===== src/rtl/operand_fetch_if.sv =====
// ============================================================================
// Module   : operand_fetch_if
// Brief    : Bus/handshake bundle between the operand fetcher and its users.
// Revision : 1.0 - initial release
// ============================================================================
`default_nettype none

interface operand_fetch_if;
   logic       RDY;
   logic       start;
   logic       abort;
   logic [1:0] RWDTH;
   logic [7:0] DI;
   logic [7:0] DR;
   logic [7:0] D3;
   logic [7:0] D4;
   logic [1:0] byte_idx;
   logic       busy;
   logic       valid;

   modport master (
      output RDY, start, abort, RWDTH, DI,
      input  DR, D3, D4, byte_idx, busy, valid
   );

   modport slave (
      input  RDY, start, abort, RWDTH, DI,
      output DR, D3, D4, byte_idx, busy, valid
   );
endinterface

`default_nettype wire


===== src/rtl/operand_fetch.sv =====
// ============================================================================
// Module   : operand_fetch
// Brief    : Assembles a 1/2/3-byte little-endian operand into DR/D3/D4.
// Revision : 1.0 - initial release
// ============================================================================
`default_nettype none

module operand_fetch #(
   parameter int ZERO_FILL = 1
) (
   input  wire logic     clk,
   input  wire logic     reset,
   operand_fetch_if.slave bus
);

   localparam logic [1:0] S_IDLE  = 2'd0;
   localparam logic [1:0] S_FETCH = 2'd1;
   localparam logic [1:0] S_DONE  = 2'd2;

   localparam logic [1:0] c_r08 = 2'b00;
   localparam logic [1:0] c_r16 = 2'b01;
   localparam logic [1:0] c_r24 = 2'b10;

   logic [1:0] r_state;
   logic [1:0] w_next_state;
   logic [1:0] r_width;
   logic [1:0] r_idx;
   logic [7:0] r_dr;
   logic [7:0] r_d3;
   logic [7:0] r_d4;
   logic       w_busy;
   logic       w_valid;
   logic       w_launch;
   logic       w_capture;
   logic       w_last;
   logic [1:0] w_width_norm;

   assign w_launch     = ((r_state == S_IDLE) || (r_state == S_DONE)) && bus.start;
   assign w_capture    = (r_state == S_FETCH) && bus.RDY;
   // Width encoding doubles as the index of the final byte (0, 1 or 2).
   assign w_last       = (r_idx == r_width);
   assign w_width_norm = (bus.RWDTH == 2'b11) ? c_r08 : bus.RWDTH;

   always_ff @(posedge clk or posedge reset) begin
      if (reset) begin
         r_state <= S_IDLE;
      end else begin
         r_state <= w_next_state;
      end
   end

   always_comb begin
      w_next_state = r_state;
      if (bus.abort) begin
         w_next_state = S_IDLE;
      end else begin
         case (r_state)
            S_IDLE:  if (bus.start) w_next_state = S_FETCH;
            S_FETCH: if (bus.RDY && w_last) w_next_state = S_DONE;
            S_DONE:  w_next_state = bus.start ? S_FETCH : S_IDLE;
            default: w_next_state = S_IDLE;
         endcase
      end
   end

   always_comb begin
      w_busy  = 1'b0;
      w_valid = 1'b0;
      case (r_state)
         S_FETCH: w_busy  = 1'b1;
         S_DONE:  w_valid = 1'b1;
         default: ;
      endcase
   end

   // Abort wins over both launch and capture: the in-flight byte is dropped.
   always_ff @(posedge clk or posedge reset) begin
      if (reset) begin
         r_width <= c_r08;
         r_idx   <= 2'd0;
         r_dr    <= 8'h00;
         r_d3    <= 8'h00;
         r_d4    <= 8'h00;
      end else if (bus.abort) begin
         r_idx <= 2'd0;
      end else if (w_launch) begin
         r_width <= w_width_norm;
         r_idx   <= 2'd0;
         if (ZERO_FILL != 0) begin
            r_dr <= 8'h00;
            r_d3 <= 8'h00;
            r_d4 <= 8'h00;
         end
      end else if (w_capture) begin
         case (r_width)
            c_r24: begin
               case (r_idx)
                  2'd0:    r_d4 <= bus.DI;
                  2'd1:    r_d3 <= bus.DI;
                  default: r_dr <= bus.DI;
               endcase
            end
            c_r16: begin
               if (r_idx == 2'd0) r_d3 <= bus.DI;
               else               r_dr <= bus.DI;
            end
            default: r_dr <= bus.DI;
         endcase
         r_idx <= w_last ? 2'd0 : r_idx + 2'd1;
      end
   end

   assign bus.DR       = r_dr;
   assign bus.D3       = r_d3;
   assign bus.D4       = r_d4;
   assign bus.byte_idx = r_idx;
   assign bus.busy     = w_busy;
   assign bus.valid    = w_valid;

endmodule

`default_nettype wire


===== src/flat_wrapper.sv =====
// flat-port wrapper written by rule: the top's interface ports become plain ports
module operand_fetch_flat 
#(
   parameter int ZERO_FILL = 1
)
  (clk, reset, bus_RDY, bus_start, bus_abort, bus_RWDTH, bus_DI, bus_DR, bus_D3, bus_D4, bus_byte_idx, bus_busy, bus_valid);
  operand_fetch_if bus_i ();
  input  wire logic clk;
  input  wire logic reset;
  input wire logic [$bits(bus_i.RDY)-1:0] bus_RDY;
  input wire logic [$bits(bus_i.start)-1:0] bus_start;
  input wire logic [$bits(bus_i.abort)-1:0] bus_abort;
  input wire logic [$bits(bus_i.RWDTH)-1:0] bus_RWDTH;
  input wire logic [$bits(bus_i.DI)-1:0] bus_DI;
  output wire logic [$bits(bus_i.DR)-1:0] bus_DR;
  output wire logic [$bits(bus_i.D3)-1:0] bus_D3;
  output wire logic [$bits(bus_i.D4)-1:0] bus_D4;
  output wire logic [$bits(bus_i.byte_idx)-1:0] bus_byte_idx;
  output wire logic [$bits(bus_i.busy)-1:0] bus_busy;
  output wire logic [$bits(bus_i.valid)-1:0] bus_valid;
  assign bus_i.RDY = bus_RDY;
  assign bus_i.start = bus_start;
  assign bus_i.abort = bus_abort;
  assign bus_i.RWDTH = bus_RWDTH;
  assign bus_i.DI = bus_DI;
  assign bus_DR = bus_i.DR;
  assign bus_D3 = bus_i.D3;
  assign bus_D4 = bus_i.D4;
  assign bus_byte_idx = bus_i.byte_idx;
  assign bus_busy = bus_i.busy;
  assign bus_valid = bus_i.valid;
  operand_fetch #(.ZERO_FILL(ZERO_FILL)) u_core (.clk(clk), .reset(reset), .bus(bus_i));
endmodule

===== config.mk =====
export PLATFORM = sky130hd
export DESIGN_NAME = operand_fetch_flat
export DESIGN_NICKNAME = d
export VERILOG_FILES = /design/src/rtl/operand_fetch_if.sv /design/src/rtl/operand_fetch.sv /design/src/flat_wrapper.sv
export SDC_FILE = /design/constraint.sdc
export NUM_CORES = 1
export LEC_CHECK = 0
export CAP_MARGIN = 20
export CORE_AREA = 2 2 54 93
export DETAILED_ROUTE_END_ITERATION = 8
export DIE_AREA = 0 0 56 95
export GPL_ROUTABILITY_DRIVEN = 0
export PLACE_DENSITY_LB_ADDON = 0.15
export SLEW_MARGIN = 5
export SYNTH_ARGS = -nofsm -noshare
export SYNTH_HDL_FRONTEND = slang
export SYNTH_SLANG_ARGS = --single-unit

===== constraint.sdc =====
create_clock -name clk -period 2.1 [get_ports clk]
set_input_delay 0.63 -clock clk [delete_from_list [all_inputs] [get_ports clk]]
set_output_delay 0.63 -clock clk [all_outputs]
set_load 0.01 [all_outputs]

==> run metrics, run 1 <==
Leak Pwr slightly below 0.9 nW; number of global-route vias before repair ~1.2k; Setup CP Type reg -> out; CP required about 1.5 ns; Vias around 1.1k; top cell type's share of synthesized area 0.552; DIE AREA ~5300 sq um; largest net degree at the start of global routing 31; multi-input logic area 558 sq um; initial antenna violation count 0; DRT Pass-1 Iters 4; Area Growth Syn to Fin 46.5%; Layout Skew approximately 0.007 ns; filler cell count 470; Async SR Flop Fraction 1.00; Final min period 2.04 ns; Data arrival, critical path roughly 1.4 ns; Clk Latency, worst-skew pair approximately 0.28 ns; fin. max-slew vios 0; Synth Warn # 0; final hold vios 0; Yosys top cell by area dfrtp_1; Worst path slowest cell clkdlybuf4s50_1; fmax slightly below 0.5 GHz; Antenna diodes 0; NumNets Final 198; relative slew slack 0.551; Core Area between 4000 and 5000 sq um; Port Buffers 42; worst slew pin tran roughly 0.67 ns; hold_ws 0.480 ns; crit-path cells nor2b_2, clkdlybuf4s50_1; cell count after synthesis ~120; Detail Placement HPWL roughly 2600 um; maximum VDD drop ~390 uV; RSZ-0062 raised after global routing no; delay-heaviest family, CP buffers and inverters; Synth Area per Inst between 10 and 15 sq um; Clock Sinks 30; post-route design area around 2000 sq um; PnR Total Power around 1.7 mW; CTS tree built; area post-placement ~1900 sq um; worst min path class reg -> reg; CTS root buffer clkbuf_8; endpoints failing setup 0; GRT Total Usage 0.142; Seq cells post-synth 30; antenna-violating nets left 0; Detailed Route WL about 3400 um; commonest non-fill, non-tap cell in the layout clkdlybuf4s50_1; startpoint type of the worst setup path register; post-DR vias/cell between 4 and 5; layout cell share with drive strength beyond 1 0.129; register area about 750 sq um; Synth Cell Area about 1400 sq um; largest cells by area after synthesis dfrtp_1 55%, a22o_1 9.7%, nand2_1 6.1%; status completed; Non-Filler Instances 230; H-tree depth 2; Core Util, Final 0.430; worst-path maximum fanout 4; clock tree buffer depth 2; I/O pin cnt 43; first-pass GRT wire length around 5700 um; Critical Path End Type primary output; Die W between 50 and 60 um; period utilization 0.971; Synth Flop Type dfrtp_1; placed cells 223; Post-synth EDFFs 0; TritonCTS Buffers 5; most frequent cells in the layout 42 x clkdlybuf4s50_1, 30 x dfrtp_1, 22 x nand2_1; initial core utilization 0.294; 1st-iter DRT viols 17; DR DRC count 0; distinct cell type count after synthesis 28; GRT overflow 0; Die Ht between 90 and 100 um; Worst-path clk slew ~0.06 ns; WP buf/inv 1; Post-Syn Nets ~140; CP peak stage delay between 0.5 and 0.6 ns; drt wl/cell ~15 um; PwrDens ~870 nW/um^2; sequential share of the synthesized area 0.552; row cnt 33; Max Cap Viol 0
==> flip-flops by register name (all words and copies together), names as in the netlist <==
| name | cells |
|---|---|
| u_core.bus.D3 | 8 |
| u_core.bus.D4 | 8 |
| u_core.bus.DR | 8 |
| u_core.bus.byte_idx | 2 |
| u_core.r_state | 2 |
| u_core.r_width | 2 |
==> Yosys cell counts (2+ instances only) <==
library cell	count
dfrtp_1	30
nand2_1	22
nand3b_1	2
a211oi_1	2
ha_1	5
nor2b_1	3
o21ai_0	3
nor3_1	2
buf_2	3
inv_1	8
o21ai_1	9
a22o_1	15
nor2_1	2
a21oi_1	2
xnor2_1	2
==> worst register-to-register path: stages (launching register included) <==
cell and delay, ns:
dfrtp_1 0.42, inv_1 0.11, ha_1 0.17, inv_1 0.04, a221oi_1 0.44, o21ai_1 0.32
a22o_1 0.27
==> path summary, 6_finish.rpt <==
path / startpoint / endpoint / slack, ns / cells after the start
max: u_core.r_state[1] / bus_busy / 0.06 / 2
min: u_core.bus.DR[1] / u_core.bus.DR[1] / 0.48 / 2
max reg2reg: u_core.bus.byte_idx[1] / u_core.bus.D3[5] / 0.21 / 6
min reg2reg: u_core.bus.DR[1] / u_core.bus.DR[1] / 0.48 / 2
max in group asynchronous: reset / u_core.bus.D4[4] / 1.08 / 3
min in group asynchronous: reset / u_core.r_width[1] / 0.72 / 3
==> routing by layer <==
layer	share of wire	global-route usage	up-vias
li1	-	-	541
met2	0.55	0.251	34
met3	0.048	0.0356	6
met5	0	0	-
met4	0.017	0.0655	0
met1	0.38	0.157	552
==> area by class of cell <==
type | instances | area share
Sequential cell | 30 | 0.377
Multi-Input combinational cell | 81 | 0.280
Timing Repair Buffer | 52 | 0.255
Clock buffer | 5 | 0.0346
Tap cell | 52 | 0.0327
Inverter | 8 | 0.0151
Clock inverter | 2 | 0.00503
==> stage by stage <==
stage / setup TNS (ns) / setup slack (ns)
after floorplan: 0 / 0.422
after global placement: -0.222 / -0.0345
after detailed placement: -0.422 / -0.0439
after CTS: 0 / 0.0121
after global routing: 0 / 0.00291
final: 0 / 0.0607
==> power breakdown <==
group	leakage [nW]	internal [mW]	switching [mW]	total (mW)
clock network	0.0438	0.222	0.207	0.429
registers	0.401	0.688	0.0692	0.757
logic	0.446	0.308	0.230	0.537
==> logic make-up (layout without fill, tap and decap cells) <==
logic type      after synthesis  count (layout)  synth area share
simple gates                 38              38             0.146
compound gates               36              36             0.204
flops                        30              30             0.552
buf+inv                      12              67            0.0387
fa+ha+maj                     5               5            0.0460
xor+xnor                      2               2            0.0129
==> repair_timing <==
item,4_1_cts,5_1_grt
hold buffers,0,0
setup buffers,0,0
gates resized for setup,0,1
setup endpoints to repair,0,1
(Power assumes the default switching activity.)
==> run 2: changes to the inputs <==
--- a/config.mk
+++ b/config.mk
@@ -7,6 +7,7 @@
 export LEC_CHECK = 0
 export CAP_MARGIN = 20
 export CORE_AREA = 2 2 54 93
+export CTS_BUF_LIST = sky130_fd_sc_hd__clkbuf_2 sky130_fd_sc_hd__clkbuf_4 sky130_fd_sc_hd__clkbuf_8
 export DETAILED_ROUTE_END_ITERATION = 8
 export DIE_AREA = 0 0 56 95
 export GPL_ROUTABILITY_DRIVEN = 0
==> results of run 2 <==
Final layout, timing and power as in run 1 (identical DEF).
